<file path="src/rtl/cic_decimator.sv">
// Multi-channel decimating CIC filter. It uses pipelined integrators, a strobed comb chain,
// and a round-half-up output stage that saturates to OWIDTH.
module cic_decimator #(
    parameter int ORDER  = 3,
    parameter int R      = 8,
    parameter int DM     = 1,
    parameter int WIDTH  = 16,
    parameter int OWIDTH = 16,
    parameter int CH     = 2
) (
    input  logic                  reset,
    input  logic                  clk_in,
    input  logic                  in_valid,
    input  logic [CH*WIDTH-1:0]   in,
    output logic                  out_valid,
    output logic [CH*OWIDTH-1:0]  out,
    output logic [CH-1:0]         out_sat
);
    localparam int unsigned G  = $clog2((R * DM) ** ORDER);
    localparam int unsigned AW = WIDTH + G;
    localparam int unsigned S  = AW - OWIDTH;
    localparam int unsigned CW = $clog2(R);

    logic [CW-1:0]        cnt_q, cnt_d;
    logic [ORDER:0]       stb_q, stb_d;
    logic signed [AW-1:0] integ_q [CH][ORDER];
    logic signed [AW-1:0] integ_d [CH][ORDER];
    logic signed [AW-1:0] comb_q  [CH][ORDER];
    logic signed [AW-1:0] comb_d  [CH][ORDER];
    logic signed [AW-1:0] dly_q   [CH][ORDER][DM];
    logic signed [AW-1:0] dly_d   [CH][ORDER][DM];
    logic signed [AW-1:0] tap     [CH][ORDER];
    logic [CH*OWIDTH-1:0] out_q, out_d;
    logic [CH-1:0]        out_sat_q, out_sat_d;
    logic                 out_valid_q, out_valid_d;
    logic [CH*OWIDTH-1:0] res_w;
    logic [CH-1:0]        clip_w;

    // Each integrator stage adds the previous stage's registered value, which gives one stage of pipelining per integrator.
    always_comb begin
        integ_d = integ_q;
        if (in_valid) begin
            for (int c = 0; c < CH; c++) begin
                integ_d[c][0] = integ_q[c][0] + AW'($signed(in[c*WIDTH +: WIDTH]));
                for (int k = 1; k < ORDER; k++) begin
                    integ_d[c][k] = integ_q[c][k] + integ_q[c][k-1];
                end
            end
        end
    end

    // A strobe is launched on the sample that completes each group of R accepted samples.
    always_comb begin
        cnt_d = cnt_q;
        stb_d = {stb_q[ORDER-1:0], 1'b0};
        if (in_valid) begin
            if (cnt_q == CW'(R - 1)) begin
                cnt_d    = '0;
                stb_d[0] = 1'b1;
            end else begin
                cnt_d = cnt_q + 1'b1;
            end
        end
    end

    always_comb begin
        for (int c = 0; c < CH; c++) begin
            tap[c][0] = integ_q[c][ORDER-1];
            for (int k = 1; k < ORDER; k++) begin
                tap[c][k] = comb_q[c][k-1];
            end
        end
    end

    // Comb k fires on stb[k] and subtracts the oldest entry of its DM-deep delay line.
    always_comb begin
        comb_d = comb_q;
        dly_d  = dly_q;
        for (int c = 0; c < CH; c++) begin
            for (int k = 0; k < ORDER; k++) begin
                if (stb_q[k]) begin
                    comb_d[c][k]   = tap[c][k] - dly_q[c][k][DM-1];
                    dly_d[c][k][0] = tap[c][k];
                    for (int j = 1; j < DM; j++) begin
                        dly_d[c][k][j] = dly_q[c][k][j-1];
                    end
                end
            end
        end
    end

    for (genvar c = 0; c < CH; c++) begin : g_ch
        if (S == 0) begin : g_full
            assign res_w[c*OWIDTH +: OWIDTH] = comb_q[c][ORDER-1];
            assign clip_w[c]                 = 1'b0;
        end else begin : g_rnd
            localparam logic signed [AW:0] HALF = (AW+1)'(1) <<< (S - 1);
            localparam logic signed [AW:0] MAXV = ((AW+1)'(1) <<< (OWIDTH - 1)) - (AW+1)'(1);
            localparam logic signed [AW:0] MINV = ~MAXV;
            logic signed [AW:0] sum;
            logic signed [AW:0] shr;
            // One guard bit keeps the rounding add from wrapping.
            assign sum = {comb_q[c][ORDER-1][AW-1], comb_q[c][ORDER-1]} + HALF;
            assign shr = sum >>> S;
            assign clip_w[c] = (shr > MAXV) || (shr < MINV);
            assign res_w[c*OWIDTH +: OWIDTH] = (shr > MAXV) ? OWIDTH'(MAXV) :
                                               (shr < MINV) ? OWIDTH'(MINV) : OWIDTH'(shr);
        end
    end

    always_comb begin
        out_d       = out_q;
        out_sat_d   = out_sat_q;
        out_valid_d = stb_q[ORDER];
        if (stb_q[ORDER]) begin
            out_d     = res_w;
            out_sat_d = clip_w;
        end
    end

    always_ff @(posedge clk_in or posedge reset) begin
        if (reset) begin
            cnt_q       <= '0;
            stb_q       <= '0;
            out_q       <= '0;
            out_sat_q   <= '0;
            out_valid_q <= 1'b0;
            for (int c = 0; c < CH; c++) begin
                for (int k = 0; k < ORDER; k++) begin
                    integ_q[c][k] <= '0;
                    comb_q[c][k]  <= '0;
                    for (int j = 0; j < DM; j++) begin
                        dly_q[c][k][j] <= '0;
                    end
                end
            end
        end else begin
            cnt_q       <= cnt_d;
            stb_q       <= stb_d;
            out_q       <= out_d;
            out_sat_q   <= out_sat_d;
            out_valid_q <= out_valid_d;
            integ_q     <= integ_d;
            comb_q      <= comb_d;
            dly_q       <= dly_d;
        end
    end

    assign out       = out_q;
    assign out_sat   = out_sat_q;
    assign out_valid = out_valid_q;

endmodule

</file>
<file path="config.mk">
export PLATFORM = sky130hd
export DESIGN_NAME = cic_decimator
export DESIGN_NICKNAME = d
export VERILOG_FILES = /design/src/rtl/cic_decimator.sv
export SDC_FILE = /design/constraint.sdc
export NUM_CORES = 2
export LEC_CHECK = 0
export CAP_MARGIN = 20
export CORE_MARGIN = 8
export CORE_UTILIZATION = 45
export CTS_CLUSTER_SIZE = 30
export DETAILED_ROUTE_END_ITERATION = 8
export GPL_ROUTABILITY_DRIVEN = 1
export PLACE_DENSITY = 0.63
export SLEW_MARGIN = 20
export SYNTH_ARGS = -nofsm -noshare
export SYNTH_HDL_FRONTEND = slang
export SYNTH_SLANG_ARGS = --single-unit
</file>
<file path="constraint.sdc">
create_clock -name clk_in -period 20.5 [get_ports clk_in]
set_input_delay 4.1 -clock clk_in [delete_from_list [all_inputs] [get_ports clk_in]]
set_output_delay 4.1 -clock clk_in [all_outputs]
set_load 0.03 [all_outputs]
</file>
Yosys cells after proc, flatten, opt, wreduce, memory -nomap -nowiden
Index checks and enable logic that the tools add are counted.
Operators by class
  $add $sub $neg: 15
  magnitude comparators: 4
  equality and inequality tests: 1
  mux-type cells: 7
  reduce and logical (&&, ||, !) cells: 2
Operators by type and width (count)
  subtractor 25 bit: 6
  adder 25 bit: 4
  two-way mux 16 bit: 4
  adder 25 x 10 -> 26 bit (second input constant): 2
  adder 25 x 16 -> 25 bit: 2
  greater-than comparator 17 x 16 -> 1 bit (second input constant): 2
  less-than comparator 17 x 16 -> 1 bit (second input constant): 2
  adder 3 x 1 -> 3 bit (second input constant): 1
  equality test 3 bit (second input constant): 1
  two-way mux 3 bit: 1
  logical OR 1 bit: 2
  two-way mux 1 bit: 2
Word-level totals
  bits in registers: 492
  input bits: 35
  output and inout port bits: 35
  word-level logic and storage cells: 52

Logic depth before layout (Yosys ltp)
  depth in word-level cells: 4
  mapped depth: 12
  depth with buffers taken out: 12

Worst setup path after synthesis
No wires, ideal clock.
  path kind: input to register
  from: in in[0]
  to: reg integ_q[147] in the netlist's numbering
  library setup time: 0.125 ns
  data arrival time: 6.311 ns
  required time: 20.375 ns
  slack: 14.065 ns
  stages on the path: 12
  path buffers: 0
  path through: ha_1 inv_1 fa_1 nor2b_1 o31a_1 nor3_1 o31ai_1 a21oi_1 o211ai_1 a21oi_1 xnor2_1 mux2_2
On the way
  word-level cells in the longest chain between the ends: 1
RTL lines
  start, declared: line 14  | input logic [CH*WIDTH-1:0] in,
  adder 25 x 16 -> 25 bit: line 44  | integ_d[c][0] = integ_q[c][0] + AW'($signed(in[c*WIDTH +: WIDTH]));
  end signal, assigned: line 143  | integ_q <= integ_d;
  end, declared: line 26  | logic signed [AW-1:0] integ_q [CH][ORDER];
Every way passes these cells.
A chain may end at the register's enable or synchronous reset.

Final worst setup path
Ends and elaborated chain as after synthesis.

==> results.py <==
metrics = {
    "run_status": {
        "outcome": "completed",
    },
    "synth": {
        "async_flop_share_pct": 100,
        "avgSynthCellArea_sq_um": 9.30,
        "synth_area_sq_mm": 0.0316,
        "netlist_instances": 3401,
        "yosys_reg_bits": 476,
        "synth_fp_nets": 3736,
        "synth_enable_flop_cells": 0,
        "dominantRegCellSynth": "sky130_fd_sc_hd__dfrtp_1",
        "synth.most_common_cell": "sky130_fd_sc_hd__dfrtp_1",
        "synth.area.top_cells": "sky130_fd_sc_hd__dfrtp_1 38%, sky130_fd_sc_hd__ha_1 11%, sky130_fd_sc_hd__mux2_2 6.5%, sky130_fd_sc_hd__o21ai_0 4.5%, sky130_fd_sc_hd__xnor2_1 4.4%",
        "synth_commonest_cells": "476 x sky130_fd_sc_hd__dfrtp_1, 325 x sky130_fd_sc_hd__nand2_1, 290 x sky130_fd_sc_hd__ha_1",
        "ys_warn_count": 0,
        "synth.yosys.seq_area_share_pct": 37.7,
        "synth_top_cell_by_area": "sky130_fd_sc_hd__dfrtp_1",
        "post-synth-top-area-fraction_pct": 37.7,
        "yosysUniqueCellTypes": 86,
    },
    "floorplanning": {
        "placement_rows": 97,
        "vertical_die_dimension_um": 281,
        "die_w_um": 281,
        "pin_count": 70,
        "floorplan.die_area_sq_mm": 0.0790,
        "core_sq_mm": 0.0698,
        "initial_utilization_pct": 45.3,
    },
    "critical_path": {
        "timing_worst_setup_path_type": "in -> reg",
        "critical_path.startpoint_type": "primary input",
        "end_kind": "flip-flop",
        "regToRegStartpoint": "integ_q[125]",
        "crit-reg2reg-capture": "integ_q[147]",
        "worst_path_most_repeated_cell": "sky130_fd_sc_hd__a21oi_1",
        "worst_r2r_path_depth": 12,
        "crit_path_end": "integ_q[147]",
        "critical_path.cell_chain": "clkdlybuf4s50_1 -> ha_1 -> inv_1 -> fa_1 -> nor2b_1 -> o31a_1 -> nor3_1 -> o31ai_1 -> a21oi_1 -> o211ai_1 -> a21oi_1 -> xnor2_1 -> mux2_2",
        "critical_path.startpoint": "in[0]",
        "rrSetupSlack_ns": 17.24,
        "path_max_fanout": 4,
        "worst-endpoint-required_ns": 20.98,
        "crit_arrival_ns": 7.31,
        "cpPeakStageDelay_ns": 0.65,
        "critical-path-slowest-cell": "sky130_fd_sc_hd__o31ai_1",
    },
    "grt": {
        "vias_in_the_first_global_route": 22256,
        "grt_overflow_total": 0,
        "grtUsageTotal_pct": 15.7,
        "maximum_number_of_pins_on_one_net_before_global_route_repair": 166,
        "wire_length_of_the_first_global_routing_pass_um": 108000,
        "initial_antenna_violation_count": 0,
    },
    "cts": {
        "clock-sinks": 476,
        "htree_num_levels": 2,
        "cts-hold-fix-buffers": 0,
        "cts_setup_buffers": 0,
        "clk_latency_ns": 0.60,
        "clkTransAtPathRegs_ns": 0.06,
        "cts_root_buffer": "sky130_fd_sc_hd__clkbuf_16",
        "tritoncts.num_buffers": 56,
        "postCtsResizedCells": 0,
        "clock_path_buffers": 3,
        "clock_tree_from_tritoncts": "yes",
    },
    "placed_design": {
        "numPortBuffers": 69,
        "gpl.final_weighted_congestion": 0.851,
        "hpwl_um": 44100,
        "postPlaceCellArea_sq_mm": 0.0332,
        "dp_worst_setup_slack_ns": 13.04,
    },
    "detailed_routing": {
        "vias": 23384,
        "detailedRoute.firstIterationViolations": 1173,
        "drt_first_pass_iters": 5,
        "post_drt_wl_per_cell_um": 14.0,
        "route.final.wire_length_um": 62100,
        "drt-vias-per-instance": 5.28,
        "drc_errors": 0,
        "antenna_violating_nets_post_route": 0,
    },
    "timing": {
        "setup_ws_ns": 13.68,
        "slew_headroom_pct": 31.7,
        "timing.final.crit_share_pct": 33.3,
        "final_period_minus_worst_setup_slack_ns": 6.82,
        "finalSetupViolations": 0,
        "report.final.slew_viol_count": 0,
        "timing.fmax_mhz": 147,
        "finalHoldViolCount": 0,
        "finalClockSkew_ns": 0.0122,
        "finalSetupTns_ns": 0,
        "worst_slew_pin_slew_ns": 1.02,
        "grt_setup_unrepaired": "no",
    },
    "final_layout": {
        "fraction_of_layout_instances_using_a_drive_strength_above_1_pct": 9.50,
        "final_nets": 3775,
        "syn_to_final_growth_pct": 11.2,
        "final_design_area_no_fill_sq_mm": 0.0352,
        "num_antenna_cells": 0,
    },
    "min_path": {
        "hold_path_class": "reg -> reg",
        "min-delay-start": "out[16]",
    },
    "run": {
        "cap_violations": 0,
    },
}
[registers in the layout, summed over array words and instances (netlist names)]
register and count:
cnt_q 3, comb_q 134, dly_q 150, integ_q 150, out 32, out_sat 2, out_valid 1, stb_q 4
[per-stage QoR]
stage                     cells  util (%)  hold WS [ns]
after floorplan            3401         -         0.352
after global placement     4322      47.6         0.475
after detailed placement   4322      47.6         0.481
after CTS                  4425      50.4         0.496
after global routing       4425      50.4         0.511
final                      4425      50.4         0.490
[worst max-delay path, delay by kind of cell]
family,cells,cell delay [ns]
compound gates,5,1.48
fa+ha+maj,2,0.56
buf+inv,2,0.52
simple gates,2,0.27
mux,1,0.26
xor+xnor,1,0.13
[layout make-up]
class / count / area, sq um
well taps: 940 / 1180
clock inverters: 29 / 384
repair buffers: 80 / 787
inverters: 235 / 890
fillers: 6521 / 34600
multi-input cells: 2591 / 18400
clock buffers: 74 / 1570
flip-flops and latches: 476 / 11900
[cell families after synthesis]
group	synth area share [%]
AND/OR/NAND/NOR	13.3
flip-flops	37.7
adder cells (fa/ha/maj)	12.1
AO/OA/AOI/OAI	20.1
multiplexers	6.82
XOR/XNOR	6.01
buffers and inverters	4.03
[worst min-delay path by stage]
stage | cells past startpoint | to | slack (ns)
after floorplan | 0 | out_valid | 0.35
after global placement | 2 | out[16] | 0.48
after detailed placement | 2 | out[16] | 0.48
after CTS | 2 | out[16] | 0.50
after global routing | 1 | out[21] | 0.51
final | 2 | out[16] | 0.49
[layout by cell type, fill, tap and decap left out, drive strengths merged, types with 28 or more instances in the layout]
master	count
a211oi	33
a21o	85
a21oi	231
clkbuf	74
clkdlybuf4s50	68
dfrtp	476
ha	290
inv	235
mux2	184
nand2	325
nand2b	34
nand3	69
nor2	221
nor2b	35
nor3	59
o211ai	35
o21a	66
o21ai	290
o21bai	28
o31ai	37
xnor2	159
xor2	58
[routing by layer]
metal,vias up,GRT usage (%),wire length (um)
li1,12349,-,-
met1,10719,23.1,32900
met2,236,24.3,26100
met3,80,2.36,1980
met4,0,3.39,1120
met5,-,0,0
Power is left out: the tool's default activity adds up to more than one toggle a clock period on the data nets, which glitch-free logic cannot reach.
